`src/rtl/result_tx_serializer_if.sv`:
```
`default_nettype none
// ============================================================================
//  Module   : result_tx_serializer_if
//  Purpose  : Bundles the control, result-memory and uart_tx handshake
//             signals of the result serializer. The serializer takes the
//             master view; the surrounding system takes the slave view.
//  Revision : 1.0  initial release
// ============================================================================
interface result_tx_serializer_if #(
  parameter int ADDR_W = 4,
  parameter int DATA_W = 32
);
  // Control unit side
  logic              start;
  logic [ADDR_W:0]   word_count;
  logic              busy;
  logic              done;
  // Result memory side
  logic [ADDR_W-1:0] mem_addr;
  logic [DATA_W-1:0] mem_rdata;
  // uart_tx side
  logic [7:0]        tx_data;
  logic              tx_start;
  logic              tx_busy;

  modport master (
    input  start, word_count, mem_rdata, tx_busy,
    output busy, done, mem_addr, tx_data, tx_start
  );

  modport slave (
    output start, word_count, mem_rdata, tx_busy,
    input  busy, done, mem_addr, tx_data, tx_start
  );
endinterface
`default_nettype wire

```
`src/rtl/result_tx_serializer.sv`:
```
`default_nettype none
// ============================================================================
//  Module   : result_tx_serializer
//  Purpose  : Reads word_count result words from a synchronous-read memory
//             and hands them to uart_tx one byte at a time, MSB byte first,
//             using the tx_start / tx_busy handshake. Pulses done once the
//             last byte has left the transmitter.
//  Revision : 1.0  initial release
// ============================================================================
module result_tx_serializer #(
  parameter int ADDR_W = 4,
  parameter int DATA_W = 32
) (
  input  logic                   clk,
  input  logic                   rst,
  result_tx_serializer_if.master bus
);

  localparam int c_bytes  = DATA_W / 8;
  localparam int c_bidx_w = (c_bytes > 1) ? $clog2(c_bytes) : 1;

  // DRAIN is a reserved encoding; it is never entered and recovers to IDLE.
  typedef enum logic [2:0] {
    IDLE     = 3'd0,
    RD_ADDR  = 3'd1,
    RD_WAIT  = 3'd2,
    REQ      = 3'd3,
    ACK_WAIT = 3'd4,
    DRAIN    = 3'd5,
    NEXT     = 3'd6
  } state_t;

  state_t                r_state;
  state_t                w_state_next;
  logic [ADDR_W:0]       r_count;
  logic [ADDR_W:0]       r_word_idx;
  logic [c_bidx_w-1:0]   r_byte_idx;
  logic [DATA_W-1:0]     r_shift;
  logic [7:0]            r_tx_data;
  logic                  r_armed;
  logic                  r_done;

  logic [ADDR_W:0]       w_word_next;
  logic [DATA_W-1:0]     w_shift_next;
  logic                  w_last_word;
  logic                  w_last_byte;
  logic                  w_tx_start;
  logic                  w_busy;

  // A zero count has no words to send, so the first NEXT already ends it.
  assign w_word_next  = r_word_idx + (ADDR_W+1)'(1);
  assign w_shift_next = r_shift << 8;
  assign w_last_word  = (r_count == '0) || (w_word_next == r_count);
  assign w_last_byte  = (r_byte_idx == c_bidx_w'(c_bytes - 1));

  // State register; reset abandons any drain in progress.
  always_ff @(posedge clk or posedge rst) begin
    if (rst) begin
      r_state <= IDLE;
    end else begin
      r_state <= w_state_next;
    end
  end

  // Next-state decode plus the state-derived outputs.
  always_comb begin
    w_state_next = r_state;
    w_tx_start   = 1'b0;
    w_busy       = (r_state != IDLE);
    case (r_state)
      IDLE: begin
        if (bus.start) begin
          w_state_next = (bus.word_count == '0) ? NEXT : RD_ADDR;
        end
      end
      RD_ADDR: w_state_next = RD_WAIT;
      RD_WAIT: w_state_next = REQ;
      REQ: begin
        w_tx_start = 1'b1;
        // Only a busy that follows an idle sample is our own acknowledge.
        if (bus.tx_busy && r_armed) begin
          w_state_next = ACK_WAIT;
        end
      end
      ACK_WAIT: begin
        if (!bus.tx_busy) begin
          w_state_next = w_last_byte ? NEXT : REQ;
        end
      end
      NEXT:    w_state_next = w_last_word ? IDLE : RD_ADDR;
      default: w_state_next = IDLE;
    endcase
  end

  // Datapath: word/byte indices, shift register, presented byte and done.
  always_ff @(posedge clk or posedge rst) begin
    if (rst) begin
      r_count    <= '0;
      r_word_idx <= '0;
      r_byte_idx <= '0;
      r_shift    <= '0;
      r_tx_data  <= 8'h00;
      r_armed    <= 1'b0;
      r_done     <= 1'b0;
    end else begin
      r_done <= 1'b0;
      case (r_state)
        IDLE: begin
          if (bus.start) begin
            r_count    <= bus.word_count;
            r_word_idx <= '0;
            r_byte_idx <= '0;
          end
        end
        RD_WAIT: begin
          r_shift   <= bus.mem_rdata;
          r_tx_data <= bus.mem_rdata[DATA_W-1 -: 8];
          r_armed   <= 1'b0;
        end
        REQ: begin
          if (!bus.tx_busy) begin
            r_armed <= 1'b1;
          end
        end
        ACK_WAIT: begin
          if (!bus.tx_busy) begin
            r_shift <= w_shift_next;
            r_armed <= 1'b0;
            if (w_last_byte) begin
              r_byte_idx <= '0;
            end else begin
              r_byte_idx <= r_byte_idx + c_bidx_w'(1);
              r_tx_data  <= w_shift_next[DATA_W-1 -: 8];
            end
          end
        end
        NEXT: begin
          r_word_idx <= w_word_next;
          r_done     <= w_last_word;
        end
        default: ;
      endcase
    end
  end

  assign bus.mem_addr = r_word_idx[ADDR_W-1:0];
  assign bus.tx_data  = r_tx_data;
  assign bus.tx_start = w_tx_start;
  assign bus.busy     = w_busy;
  assign bus.done     = r_done;

endmodule
`default_nettype wire

```
`src/flat_wrapper.sv`:
```
// flat-port wrapper written by rule: the top's interface ports become plain ports
module result_tx_serializer_flat 
#(
  parameter int ADDR_W = 4,
  parameter int DATA_W = 32
)
  (clk, rst, bus_start, bus_word_count, bus_mem_rdata, bus_tx_busy, bus_busy, bus_done, bus_mem_addr, bus_tx_data, bus_tx_start);
  result_tx_serializer_if #(.ADDR_W(ADDR_W), .DATA_W(DATA_W)) bus_i ();
  input  logic clk;
  input  logic rst;
  input wire logic [$bits(bus_i.start)-1:0] bus_start;
  input wire logic [$bits(bus_i.word_count)-1:0] bus_word_count;
  input wire logic [$bits(bus_i.mem_rdata)-1:0] bus_mem_rdata;
  input wire logic [$bits(bus_i.tx_busy)-1:0] bus_tx_busy;
  output wire logic [$bits(bus_i.busy)-1:0] bus_busy;
  output wire logic [$bits(bus_i.done)-1:0] bus_done;
  output wire logic [$bits(bus_i.mem_addr)-1:0] bus_mem_addr;
  output wire logic [$bits(bus_i.tx_data)-1:0] bus_tx_data;
  output wire logic [$bits(bus_i.tx_start)-1:0] bus_tx_start;
  assign bus_i.start = bus_start;
  assign bus_i.word_count = bus_word_count;
  assign bus_i.mem_rdata = bus_mem_rdata;
  assign bus_i.tx_busy = bus_tx_busy;
  assign bus_busy = bus_i.busy;
  assign bus_done = bus_i.done;
  assign bus_mem_addr = bus_i.mem_addr;
  assign bus_tx_data = bus_i.tx_data;
  assign bus_tx_start = bus_i.tx_start;
  result_tx_serializer #(.ADDR_W(ADDR_W), .DATA_W(DATA_W)) u_core (.clk(clk), .rst(rst), .bus(bus_i));
endmodule
```
`config.mk`:
```
export PLATFORM = sky130hd
export DESIGN_NAME = result_tx_serializer_flat
export DESIGN_NICKNAME = d
export VERILOG_FILES = /design/src/rtl/result_tx_serializer_if.sv /design/src/rtl/result_tx_serializer.sv /design/src/flat_wrapper.sv
export SDC_FILE = /design/constraint.sdc
export NUM_CORES = 1
export LEC_CHECK = 0
export ABC_CLOCK_PERIOD_IN_PS = 4460
export BUFFER_PORTS_ARGS = -buffer_cell sky130_fd_sc_hd__buf_2
export CAP_MARGIN = 20
export CORE_UTILIZATION = 50
export CTS_BUF_LIST = sky130_fd_sc_hd__clkbuf_8
export CTS_CLUSTER_SIZE = 28
export DETAILED_ROUTE_END_ITERATION = 12
export PLACE_DENSITY = 0.83
export REMOVE_ABC_BUFFERS = 1
export SYNTH_ARGS = -nofsm -noshare
export SYNTH_HDL_FRONTEND = slang
export SYNTH_SLANG_ARGS = --single-unit
```
`constraint.sdc`:
```
create_clock -name clk -period 4.46 [get_ports clk]
set_input_delay 0.223 -clock clk [delete_from_list [all_inputs] [get_ports clk]]
set_output_delay 0.223 -clock clk [all_outputs]
set_load 0.01 [all_outputs]
```
# == After elaboration in Yosys (flattened, before gate mapping) ==
# Index checks and enable logic that the tools add are counted.
# op_classes
n_addsub,2
eq_ne,12
mux,23
reduce_logical,17
# op_table
cell,n
case mux 24 bit (2 select lines),1
two-way mux 24 bit,1
case mux 3 bit (6 select lines),1
two-way mux 8 bit,2
case mux 8 bit (2 select lines),1
two-way mux 3 bit,5
AND reduction 3 bit,4
zero test 5 bit,2
case mux 5 bit (2 select lines),1
"inequality test 2 bit, second input constant",4
"equality test 3 x 2 -> 1 bit, second input constant",2
"equality test 3 bit, second input constant",2
two-way mux 2 bit,3
AND reduction 2 bit,3
nonzero test 2 bit,3
nonzero test 3 bit,2
"adder 5 x 1 -> 5 bit, second input constant",1
equality test 5 bit,1
two-way mux 1 bit,5
two-way mux 5 bit,1
case mux 2 bit (2 select lines),1
"equality test 3 x 1 -> 1 bit, second input constant",1
zero test 3 bit,1
case mux 1 bit (3 select lines),1
5 further kinds,5
# word_totals
reg_bits,49
out_inout_bits,15
wordCells,62

# == Longest topological paths before layout ==
# depth
word_depth,5
depth_mapped,7
depth_no_buf,6

# == Worst setup path after synthesis ==
# No wires, ideal clock.
# synth_path
path_type,register to register
from,reg u_core.r_state[0]
to,reg u_core.r_count[0]
setup_ps,127
arrival_ps,1305
required_time_ps,4333
slack_ps,3027
path_stages_with_launch,6
n_path_buf,2
synth_period_minus_slack_ps,1433
path_cell_list,dfrtp_1 buf_2 nor3_2 and2_1 buf_4 mux2_1
# synth_via
elab_chain_cells,2
# synth_lines
element,line_no,text
start: declaration,result_tx_serializer.sv:33,state_t r_state;
start signal: assignment,result_tx_serializer.sv:61,r_state <= w_state_next;
zero test 3 bit,result_tx_serializer.sv:107,case (r_state)
AND reduction 2 bit (no line),-,
end signal: assignment,result_tx_serializer.sv:110,r_count <= bus.word_count;
end: declaration,result_tx_serializer.sv:35,logic [ADDR_W:0] r_count;
# No other way between the ends.
# A chain may end at the register's enable or synchronous reset.

# == Final worst setup path ==
# layout_path
from,reg u_core.r_state[2]
to,"reg u_core.r_tx_data[7], in the netlist u_core.bus.tx_data[7]"
# layout_via
elab_chain_cells,3
word_cells_on_any_way,7
# layout_lines
element,line_no,text
equality test 3 bit or equality test 3 x 2 -> 1 bit (tied branches),result_tx_serializer.sv:107,
inequality test 2 bit (no line) or nonzero test 2 bit (tied branches),-,
AND reduction 3 bit (no line),-,
end signal: assignment,result_tx_serializer.sv:117,r_tx_data <= bus.mem_rdata[DATA_W-1 -: 8];
end signal: assignment,result_tx_serializer.sv:133,r_tx_data <= w_shift_next[DATA_W-1 -: 8];
end: declaration,result_tx_serializer.sv:39,logic [7:0] r_tx_data;
# Parallel ways exist; a longest one is shown, timed or not.

==> impl_metrics.json <==
{
  "status": "complete, but fails checks",
  "violations": "negative hold slack",
  "yosysSeqAreaShare_pct": 50.5,
  "max-slew-margin-rel_pct": 36.9,
  "min_period_ns": 2.06,
  "fin_hold_ws_ns": -0.0245,
  "core_area_sq_um": 4500,
  "timing.rr.end": "u_core.bus.tx_data[7]",
  "setup_viol": 0,
  "crit_slowest_cell": "o21ai_4",
  "setup_slack_ns": 2.40,
  "syn_avg_cell_area_sq_um": 10.2,
  "design_area_sq_um": 2810,
  "antenna_found_initial": 0,
  "rsz0062_at_grt": "false",
  "cts_hold_buf": 0,
  "worstSkewPairLatency_ns": 0.30,
  "hp-class": "input port to async pin",
  "max_stage_delay_ns": 0.78,
  "row_count": 24,
  "path_buf_inv": 0,
  "fin_nets": 327,
  "final.period_utilization_pct": 46.3,
  "wl_per_cell_um": 13.4,
  "ys_ff_latch": 49,
  "portBuffers": 55,
  "drt_iter0_markers": 72,
  "layout_common_cells": "buf_2 (55), dfrtp_1 (49), nand2_1 (40)",
  "grt_first_pass_wirelength_mm": 7.73,
  "drive_gt1_share_pct": 26.7,
  "ff2ff_path_depth": 5,
  "synthFlopType": "dfrtp_1",
  "viasPerCell": 5.18,
  "cp_data_arrival_time_ns": 2.22,
  "diodes": 0,
  "crit_fanout": 42,
  "first_global_vias": 1700,
  "final_common_cell": "buf_2",
  "area_growth_syn_to_layout_pct": 15.6,
  "first_pass_iters": 4,
  "gp_congestion": 0.865,
  "track_usage_pct": 19.1,
  "synthCells": 237,
  "maxCapViolations": 0,
  "drv_slew": 0,
  "io_pins": 56,
  "start_util_pct": 53.9,
  "ctsResizeCount": 0,
  "crit_required_ns": 4.62,
  "die_w_um": 71.7,
  "cts_tree": "built",
  "r2r_setup_slack_ns": 2.40,
  "synth_edf_count": 0,
  "dp_hpwl_mm": 3.22,
  "cts_buffer_depth": 2,
  "critPathTopFamily": "compound AO/OA/AOI/OAI gates",
  "tns_ns": 0,
  "post_cts.repair.setup_buffers": 0,
  "path_cells": "nor2b_1 > o21ai_4 > a21oi_4 > nor2_1 > a31oi_1",
  "clock-sinks": 49,
  "finalWirelength_mm": 4.51,
  "clk_pin_slew_ns": 0.08,
  "leakagePower_nw": 1.41,
  "worstMarginPinSlew_ns": 0.943,
  "htreeDepth": 2,
  "fp.dieArea_sq_um": 5140,
  "hold_viol_final": 24,
  "cts_buffers": 5,
  "place_area_sq_um": 2660,
  "fp.dieH_um": 71.7,
  "grt-ovfl-total": 0,
  "synth_warnings": 0,
  "pre_cts_ws_ns": 2.41,
  "irDropWorstVdd_v": 0.000332,
  "clock.fmax_mhz": 485,
  "critPathLaunchType": "flip-flop",
  "critical_path_class": "flip-flop to flip-flop",
  "utilization_pct": 62.3,
  "vias": 1747,
  "pwr_density_cell_nw_per_um2": 672,
  "drtAntennaViolNets": 0,
  "root_buffer": "clkbuf_8",
  "finalClockSkew_ns": 0.00644,
  "cp-end-kind": "flip-flop",
  "timing.rr.start": "u_core.r_state[2]",
  "grt_max_degree": 50,
  "postSynth.asyncResetShare_pct": 100,
  "drc": 0,
  "ys_types": 39,
  "synthesis.area_sq_um": 2430
}
state kept, by name, indices dropped and copies added (netlist names):
name / flops
u_core.bus.tx_data: 8
u_core.r_word_idx: 5
u_core.r_byte_idx: 2
u_core.r_state: 3
u_core.bus.done: 1
u_core.r_count: 5
u_core.r_shift: 24
u_core.r_armed: 1
layout make-up:
cell class | count | area, sq um
fill | 382 | 1700
clock buffer | 6 | 82.6
multi-input combinational | 166 | 1070
sequential | 49 | 1230
timing repair buffer | 57 | 310
clock inverter | 2 | 33.8
tap | 52 | 65.1
inverter | 5 | 18.8
cell usage after synthesis, drive strengths merged (5+ instances only):
library cell / n / area (sq um)
buf: 15 / 114
o21ai: 24 / 124
a21oi: 5 / 36.3
nand2: 40 / 150
a22o: 10 / 87.6
dfrtp: 49 / 1230
a31oi: 10 / 62.6
inv: 5 / 18.8
xor2: 6 / 52.6
mux2i: 16 / 160
mux2: 6 / 67.6
nor2: 20 / 85.1
cell families (layout without fill, tap and decap cells):
group                    Yosys count  in the layout  share of synthesized area, %
flip-flops                        49             49                          50.5
XOR/XNOR                           9              9                          3.25
AND/OR/NAND/NOR                   76             76                          14.5
adder cells (fa/ha/maj)            2              2                          1.03
multiplexers                      22             22                          9.38
AO/OA/AOI/OAI                     57             57                          15.5
buffers and inverters             22             70                          5.77
metrics by stage:
step / instances / power (mW)
finish: 337 / 1.88
global route: 337 / 2.03
CTS: 336 / 1.89
detailed placement: 328 / 1.58
global placement: 328 / 1.54
floorplan: 220 / 1.35
worst max-delay path by stage:
stage / startpoint / end / slack [ns] / depth (start not counted)
after floorplan: u_core.r_state[2] / u_core.bus.tx_data[0] / 2.41 / 5
after CTS: u_core.r_state[2] / u_core.bus.tx_data[2] / 2.39 / 5
after global placement: u_core.r_state[2] / u_core.bus.tx_data[4] / 2.47 / 5
after detailed placement: u_core.r_state[2] / u_core.bus.tx_data[2] / 2.41 / 5
final: u_core.r_state[2] / u_core.bus.tx_data[7] / 2.40 / 5
after global routing: u_core.r_state[2] / u_core.bus.tx_data[2] / 2.18 / 5
metal layers:
layer | share of wire [%] | GRT usage, % | vias up | routed length [um]
li1 | - | - | 913 | -
met1 | 51 | 27.4 | 796 | 2290
met2 | 45 | 29.2 | 31 | 2010
met5 | 0 | 0 | - | 0
met3 | 3.1 | 3.09 | 7 | 140
met4 | 1.6 | 7.84 | 0 | 74
power breakdown:
group | switching (mW) | leakage, nW | internal (mW)
clock | 0.136 | 0.0626 | 0.180
sequential | 0.173 | 0.601 | 0.655
combinational | 0.401 | 0.741 | 0.338
total | 0.711 | 1.41 | 1.17
(Power assumes the default switching activity.)
